===== src/rtl/arb_pkg.sv =====
// Shared types and constants for the parametrised round-robin / fixed-priority arbiter.
package arb_pkg;

  // Arbiter FSM: no owner, or an owner currently holds the grant.
  typedef enum logic {
    IDLE  = 1'b0,
    GRANT = 1'b1
  } arb_state_e;

  // Arbitration policy, selected at runtime through the mode pin.
  typedef enum bit {
    ARB_FIXED = 1'b0,
    ARB_RR    = 1'b1
  } arb_mode_e;

  // Width of the hold counter and its saturation value.
  localparam int              HOLD_W   = 8;
  localparam logic [HOLD_W-1:0] HOLD_SAT = '1;

endpackage


===== src/rtl/arb_rr_pick.sv =====
// Combinational rotating-priority picker: returns the first candidate at or
// after start_ptr (wrapping), where candidates are req bits not set in mask.
// A start_ptr of 0 gives plain lowest-index-first priority.
module arb_rr_pick #(
  parameter int N     = 4,
  parameter int IDX_W = $clog2(N)
) (
  input  logic [N-1:0]     req,
  input  logic [N-1:0]     mask,
  input  logic [IDX_W-1:0] start_ptr,
  output logic             found,
  output logic [IDX_W-1:0] winner
);

  logic [N-1:0] cand;

  assign cand = req & ~mask;

  // Scan from the farthest offset down to the start so the nearest candidate wins.
  always_comb begin
    int base;
    int idx;
    found  = 1'b0;
    winner = '0;
    base   = (int'(start_ptr) < N) ? int'(start_ptr) : 0;
    idx    = 0;
    for (int k = N - 1; k >= 0; k--) begin
      idx = base + k;
      if (idx >= N) idx = idx - N;
      if (cand[idx]) begin
        found  = 1'b1;
        winner = IDX_W'(idx);
      end
    end
  end

endmodule


===== src/rtl/arb_rr_param.sv =====
// N-requester arbiter with runtime fixed-priority / round-robin selection,
// registered one-hot grant, and an optional hold limit that forces rotation
// when other requesters are waiting. state and rr_ptr are exposed for debug.
module arb_rr_param
  import arb_pkg::*;
#(
  parameter  int N_REQ    = 4,
  parameter  int MAX_HOLD = 8,
  localparam int ID_W     = $clog2(N_REQ)
) (
  input  logic              clock,
  input  logic              rst,
  input  logic              mode,
  input  logic [N_REQ-1:0]  req,
  output logic [N_REQ-1:0]  gnt,
  output logic              gnt_valid,
  output logic [ID_W-1:0]   gnt_id,
  output logic [HOLD_W-1:0] hold_cnt,
  output arb_state_e        state,
  output logic [ID_W-1:0]   rr_ptr
);

  // Handshake: req is a level; a requester owns the resource exactly while its
  // gnt bit is high, and keeps it by holding req high. Dropping req releases
  // the grant at the next edge; there is no separate acknowledge.

  localparam logic [HOLD_W-1:0] HOLD_LIM = HOLD_W'(MAX_HOLD);

  arb_state_e        next_state;
  logic              owner_req;
  logic              limit_hit;
  logic              force_rot;
  logic [N_REQ-1:0]  pick_mask;
  logic [ID_W-1:0]   start_ptr;
  logic              found;
  logic [ID_W-1:0]   winner;
  logic              grant_new;
  logic              keep_restart;
  logic [N_REQ-1:0]  gnt_d;
  logic [ID_W-1:0]   gnt_id_d;
  logic [HOLD_W-1:0] hold_d;
  logic [ID_W-1:0]   ptr_d;

  assign owner_req = req[gnt_id];
  assign limit_hit = (MAX_HOLD != 0) && (hold_cnt == HOLD_LIM);
  assign force_rot = (state == GRANT) && owner_req && limit_hit;
  // When rotation is forced the current owner must not win again.
  assign pick_mask = force_rot ? ({{(N_REQ-1){1'b0}}, 1'b1} << gnt_id) : '0;
  assign start_ptr = (arb_mode_e'(mode) == ARB_RR) ? rr_ptr : '0;

  arb_rr_pick #(
    .N     (N_REQ),
    .IDX_W (ID_W)
  ) u_pick (
    .req       (req),
    .mask      (pick_mask),
    .start_ptr (start_ptr),
    .found     (found),
    .winner    (winner)
  );

  // State and grant registers; reset clears everything asynchronously.
  always_ff @(posedge clock or negedge rst) begin
    if (!rst) begin
      state    <= IDLE;
      gnt      <= '0;
      gnt_id   <= '0;
      hold_cnt <= '0;
      rr_ptr   <= '0;
    end else begin
      state    <= next_state;
      gnt      <= gnt_d;
      gnt_id   <= gnt_id_d;
      hold_cnt <= hold_d;
      rr_ptr   <= ptr_d;
    end
  end

  // Arbitration decision: start a new grant, keep the owner, or go idle.
  always_comb begin
    next_state   = state;
    grant_new    = 1'b0;
    keep_restart = 1'b0;
    case (state)
      IDLE: begin
        if (found) begin
          next_state = GRANT;
          grant_new  = 1'b1;
        end
      end
      GRANT: begin
        if (!owner_req) begin
          // Release hands over on the same edge when someone else is waiting.
          if (found) grant_new  = 1'b1;
          else       next_state = IDLE;
        end else if (limit_hit) begin
          if (found) grant_new    = 1'b1;
          else       keep_restart = 1'b1;
        end
      end
      default: next_state = IDLE;
    endcase
  end

  // Next values for the registered grant, owner id, hold counter and pointer.
  always_comb begin
    gnt_d    = gnt;
    gnt_id_d = gnt_id;
    hold_d   = hold_cnt;
    ptr_d    = rr_ptr;
    if (grant_new) begin
      gnt_d         = '0;
      gnt_d[winner] = 1'b1;
      gnt_id_d      = winner;
      hold_d        = HOLD_W'(1);
      ptr_d         = (winner == ID_W'(N_REQ - 1)) ? '0 : winner + 1'b1;
    end else if (next_state == IDLE) begin
      gnt_d    = '0;
      gnt_id_d = '0;
      hold_d   = '0;
    end else if (keep_restart) begin
      hold_d = HOLD_W'(1);
    end else begin
      hold_d = (hold_cnt == HOLD_SAT) ? HOLD_SAT : hold_cnt + 1'b1;
    end
  end

  assign gnt_valid = |gnt;

endmodule


===== config.mk =====
export PLATFORM = sky130hd
export DESIGN_NAME = arb_rr_param
export DESIGN_NICKNAME = d
export VERILOG_FILES = /design/src/rtl/arb_pkg.sv /design/src/rtl/arb_rr_pick.sv /design/src/rtl/arb_rr_param.sv
export SDC_FILE = /design/constraint.sdc
export NUM_CORES = 1
export LEC_CHECK = 0
export CORE_MARGIN = 5
export CORE_UTILIZATION = 50
export CTS_BUF_LIST = sky130_fd_sc_hd__clkbuf_4
export DETAILED_ROUTE_END_ITERATION = 16
export PLACE_DENSITY = 0.8
export SYNTH_ARGS = -nofsm -noshare
export SYNTH_HDL_FRONTEND = slang
export SYNTH_SLANG_ARGS = --single-unit

===== constraint.sdc =====
create_clock -name clock -period 7.3 [get_ports clock]
set_input_delay 1.46 -clock clock [delete_from_list [all_inputs] [get_ports clock]]
set_output_delay 1.46 -clock clock [all_outputs]
set_load 0.03 [all_outputs]

==> results.toml, run 1 <==
[layout]
antennaDiodeCount = 0
fin_cells = 180
design_area_um2 = 1500
utilization = 0.622
area.growth.synth_to_final_pct = 22.1
final_nets = 164
layout-drive-gt1-share = 0.0733

[placed_design]
io_buffers = 24
gp_congestion = 0.799
dp.cells = 176
placed_cell_area_um2 = 1470
dpl_worst_slack_ns = 3.54
place.detailed.hpwl_mm = 2.10

[clock_network]
cts_tree = "yes"
cts_resized = 0
post_cts_buffers = 0
cts.clk_slew.worst_paths_ns = 0.10
cts_sinks = 17
clockRootBuffer = "clkbuf_4"
insertion_delay_ns = 0.30
hold_buffers = 0
clock_path_buffers = 2
cts_inserted_buffers = 3
htreeDepth = 1

[global_routing]
grt_max_degree = 18
grt_overflow = 0
grt_use_total = 0.189
grt_pass1_vias = 1141
antenna_found_initial = 0
grt_pass1_wl_mm = 5.14

[detailed_routing]
drtAntennaViolNets = 0
wl_per_cell_um = 16.5
drc = 0
dr.pass1.iters = 4
vias = 1104
via_per_inst = 6.13
drt_iter0_markers = 50
routed_wl_mm = 2.97

[sta]
clock_skew_ns = 0.00110
setup_viol = 0
fin_crit_ns = 3.51
setup_slack_ns = 3.79
slew_headroom = 0.514
fin_crit_sh = 0.481
slew_violations = 0
hold_viol = 0
clock.fmax_mhz = 285
rsz0062_at_grt = "no"
tightest_slew_ns = 0.727
fin_hold_ws_ns = 0.531
fin_tns_setup_ns = 0

[worst_setup_path]
crit_family = "compound AO/OA/AOI/OAI gates"
r2r-start = "hold_cnt[5]"
cpMaxStageDelayCell = "clkdlybuf4s50_1"
crit_arrival_ns = 3.71
crit_buf_inv = 1
cp-start-kind = "input pin"
crit_path_cell_trace = "clkdlybuf4s50_1 > nand2_1 > o32ai_1 > a22oi_1 > a211oi_2 > nor2b_1 > ha_1 > a22o_1"
cp.required_ns = 7.49
crit_type = "input pin to flip-flop"
slowest_delay_ns = 0.65
critPathLaunch = "mode"
crit_fanout = 9
critPathCaptureType = "flip-flop"

[min_path]
hold_path_class = "flip-flop to flip-flop"
hp-start = "gnt[1]"

[yosys]
synthCells = 128
yosys_warnings = 0
ys.flop_type = "dfrtp_1"
synth_edf_count = 0
avgSynthCellArea_um2 = 9.59
synthDistinctLibCells = 46
ys_async_sr_fraction = 1.00
ys_seq_area_frac = 0.347
syn_area_um2 = 1230
synth-seq-cells = 17
synth.net_count = 141

[die]
fp.dieW_um = 59.5
dieArea_um2 = 3550
ios = 25
initial_utilization = 0.509
fp.coreArea_um2 = 2410
fp.dieH_um = 59.5
rows = 18

[pwr]
power_per_cell_area_nw_per_um2 = 351
power_uw = 526
power.leakage_nw = 0.632
ir_worst_vdd_mv = 0.293

[run]
maxCapViolations = 0

[outcome]
status = "completed"
power by group:
| part | internal, mW | total (mW) | switching, mW |
|---|---|---|---|
| clock | 0.0204 | 0.0515 | 0.0311 |
| sequential | 0.122 | 0.178 | 0.0557 |
| combinational | 0.130 | 0.296 | 0.167 |
| total | 0.272 | 0.526 | 0.253 |
synth_stat cells, types with 2 or more instances:
cell      number  area, um^2
o22a_1         2        17.5
nor2_1         2        7.51
and3_1         2        12.5
or4_1          4        30.0
xor2_1         2        17.5
nand2b_1       4        25.0
nor3_1         2        10.0
o21ai_0        3        15.0
o22ai_1        2        12.5
a21o_1         2        15.0
and2_1         3        18.8
nor2b_1        6        37.5
nand3_1        5        25.0
mux2i_1        2        20.0
ha_1           6        75.1
o41ai_4        2        55.1
inv_1          5        18.8
nand3b_1       3        22.5
o21a_1         2        15.0
a21oi_1        9        45.0
dfrtp_1       17         425
clkbuf_1       4        15.0
a22o_1         4        35.0
nand2_1       12        45.0
a22oi_1        2        15.0
worst paths after layout:
check | to | slack (ns) | depth (start not counted)
worst max-delay path | gnt[3] | 3.79 | 8
worst min-delay path | gnt[1] | 0.53 | 1
worst max register to register | gnt[3] | 4.07 | 8
worst min register to register | gnt[1] | 0.53 | 1
max in group asynchronous | hold_cnt[2] | 5.27 | 1
min in group asynchronous | hold_cnt[7] | 1.58 | 1
layout by cell type (no fill, tap or decap), types with 2 or more instances in the layout:
master	instances
o22a_1	2
or4_1	4
a22oi_1	2
dfrtp_1	17
o22ai_1	2
ha_1	6
nor2b_1	6
nor3_1	2
a21o_1	2
nand2_1	12
o21a_1	2
clkdlybuf4s50_1	24
clkbuf_4	3
and3_1	2
nand3b_1	3
mux2i_1	2
a22o_1	4
and2_1	3
o41ai_4	2
a21oi_1	9
nor2_1	2
o21ai_0	3
xor2_1	2
nand3_1	5
inv_1	5
nand2b_1	4
state kept, by name (all words and copies together) (netlist names):
| signal | cells |
|---|---|
| state | 1 |
| rr_ptr | 2 |
| gnt | 4 |
| hold_cnt | 8 |
| gnt_id | 2 |
kinds of logic after synthesis:
family	after synthesis	share of synthesized area
compound gates	39	0.260
xor+xnor	3	0.0214
fa+ha+maj	6	0.0612
buf+inv	11	0.0428
flops	17	0.347
mux	3	0.0347
simple gates	49	0.233
per-layer routing:
metal / track usage / vias to the layer above / share of wire
li1: - / 522 / -
met1: 0.241 / 538 / 0.45
met2: 0.300 / 32 / 0.46
met3: 0.0436 / 12 / 0.058
met4: 0.0918 / 0 / 0.032
met5: 0 / - / 0
final cells by class:
class                           count  area (um^2)
Fill cell                         210          911
Multi-Input combinational cell    100          749
Sequential cell                    17          425
Timing Repair Buffer               24          240
Tap cell                           30         37.5
Clock buffer                        3         22.5
Inverter                            5         18.8
Clock inverter                      1         5.00
(Power assumes the default switching activity.)
==> run 2: changes to the inputs <==
clock period = 3.4 ns   (was 7.3 ns; I/O delays follow)
==> results.toml, run 2 (same netlist as run 1, synthesis figures left out) <==
[outcome]
status = "completed"

[clock_network]
cts_tree = "yes"
hold_buffers = 0
cts_inserted_buffers = 3
cts_resized = 0
clockRootBuffer = "clkbuf_4"
cts_sinks = 17
clock_path_buffers = 2
insertion_delay_ns = 0.31
htreeDepth = 1
cts.clk_slew.worst_paths_ns = 0.11
post_cts_buffers = 0

[layout]
layout-drive-gt1-share = 0.0855
fin_cells = 182
final_nets = 166
final_common_cell = "clkdlybuf4s50_1"
reg_top3 = "hold_cnt x8, gnt x4"
largest_reg_flops = 8
design_area_um2 = 1520
final_cell_mix = "24 x clkdlybuf4s50_1, 17 x dfrtp_1, 12 x nand2_1, 9 x a21oi_1"
largest-register = "hold_cnt"
antennaDiodeCount = 0
area.growth.synth_to_final_pct = 23.5

[pwr]
power_per_cell_area_nw_per_um2 = 757
power.leakage_nw = 0.638
ir_worst_vdd_mv = 0.429
power_mw = 1.15

[sta]
fin_tns_setup_ns = 0
rsz0062_at_grt = "no"
fin_crit_ns = 3.07
slew_headroom = 0.499
setup_viol = 0
fin_crit_sh = 0.904
clock.fmax_mhz = 325
hold_viol = 0
slew_violations = 0
clock_skew_ns = 0.00605
tightest_slew_ns = 0.749

[placed_design]
placed_cell_area_um2 = 1490
gp_congestion = 0.832
io_buffers = 24
dp.cells = 178
place.detailed.hpwl_mm = 2.23

[die]
rows = 18
fp.dieW_um = 59.5
initial_utilization = 0.509
ios = 25
fp.dieH_um = 59.5
fp.coreArea_um2 = 2410
dieArea_um2 = 3550

[detailed_routing]
via_per_inst = 6.01
dr.pass1.iters = 4
vias = 1094
routed_wl_mm = 2.99
drtAntennaViolNets = 0
drc = 0
drt_iter0_markers = 24
wl_per_cell_um = 16.4

[worst_setup_path]
cp.required_ns = 3.61
crit_fanout = 10
cp-start-kind = "flip-flop"
crit_arrival_ns = 3.28
crit_type = "flip-flop to flip-flop"
critPathCaptureType = "flip-flop"
r2r_setup_slack_ns = 0.33

[min_path]
hold_path_class = "flip-flop to flip-flop"

[global_routing]
grt_overflow = 0
antenna_found_initial = 0
grt_pass1_wl_mm = 5.04
grt_pass1_vias = 1068
grt_max_degree = 18
grt_use_total = 0.188

[run]
maxCapViolations = 0
[run 2: final cells by class]
cell class,instances,area (um^2)
Fill cell,211,893
Multi-Input combinational cell,100,749
Sequential cell,17,425
Timing Repair Buffer,26,255
Tap cell,30,37.5
Clock buffer,3,22.5
Inverter,5,18.8
Clock inverter,1,7.51
[run 2: report_power, final]
group / internal [mW] / switching [mW]
clock: 0.0450 / 0.0759
combinational: 0.286 / 0.359
sequential: 0.262 / 0.119
[run 2: layer usage]
metal / up-vias / wire length [um] / GRT usage
met1: 528 / 1400 / 0.263
met5: - / 0 / 0
met4: 0 / 74 / 0.0854
met3: 7 / 150 / 0.0283
met2: 31 / 1370 / 0.284
li1: 528 / - / -
[run 2: path summary, 6_finish.rpt]
check                      cells past startpoint   startpoint           to
max reg2reg                                    8  hold_cnt[5]       gnt[0]
min                                            1       gnt[1]       gnt[1]
max in group asynchronous                      1          rst    rr_ptr[0]
max                                            8  hold_cnt[5]       gnt[0]
min reg2reg                                    1       gnt[1]       gnt[1]
min in group asynchronous                      1          rst  hold_cnt[7]
[run 2: per-stage QoR]
step	util	hold slack [ns]	worst slack [ns]
after CTS	0.629	0.542	0.325
after global routing	0.629	0.569	0.171
final	0.629	0.534	0.326
after detailed placement	0.617	0.503	0.365
after global placement	0.617	0.506	0.454
after floorplan	-	0.384	0.524
[run 2: worst max-delay path, stage by stage (launching register included)]
cell,delay (ns)
dfrtp_1,0.46
or4_1,0.75
o31ai_2,0.48
o32ai_1,0.20
a311oi_1,0.36
a211oi_2,0.11
nand2b_1,0.19
ha_1,0.22
a22o_1,0.20
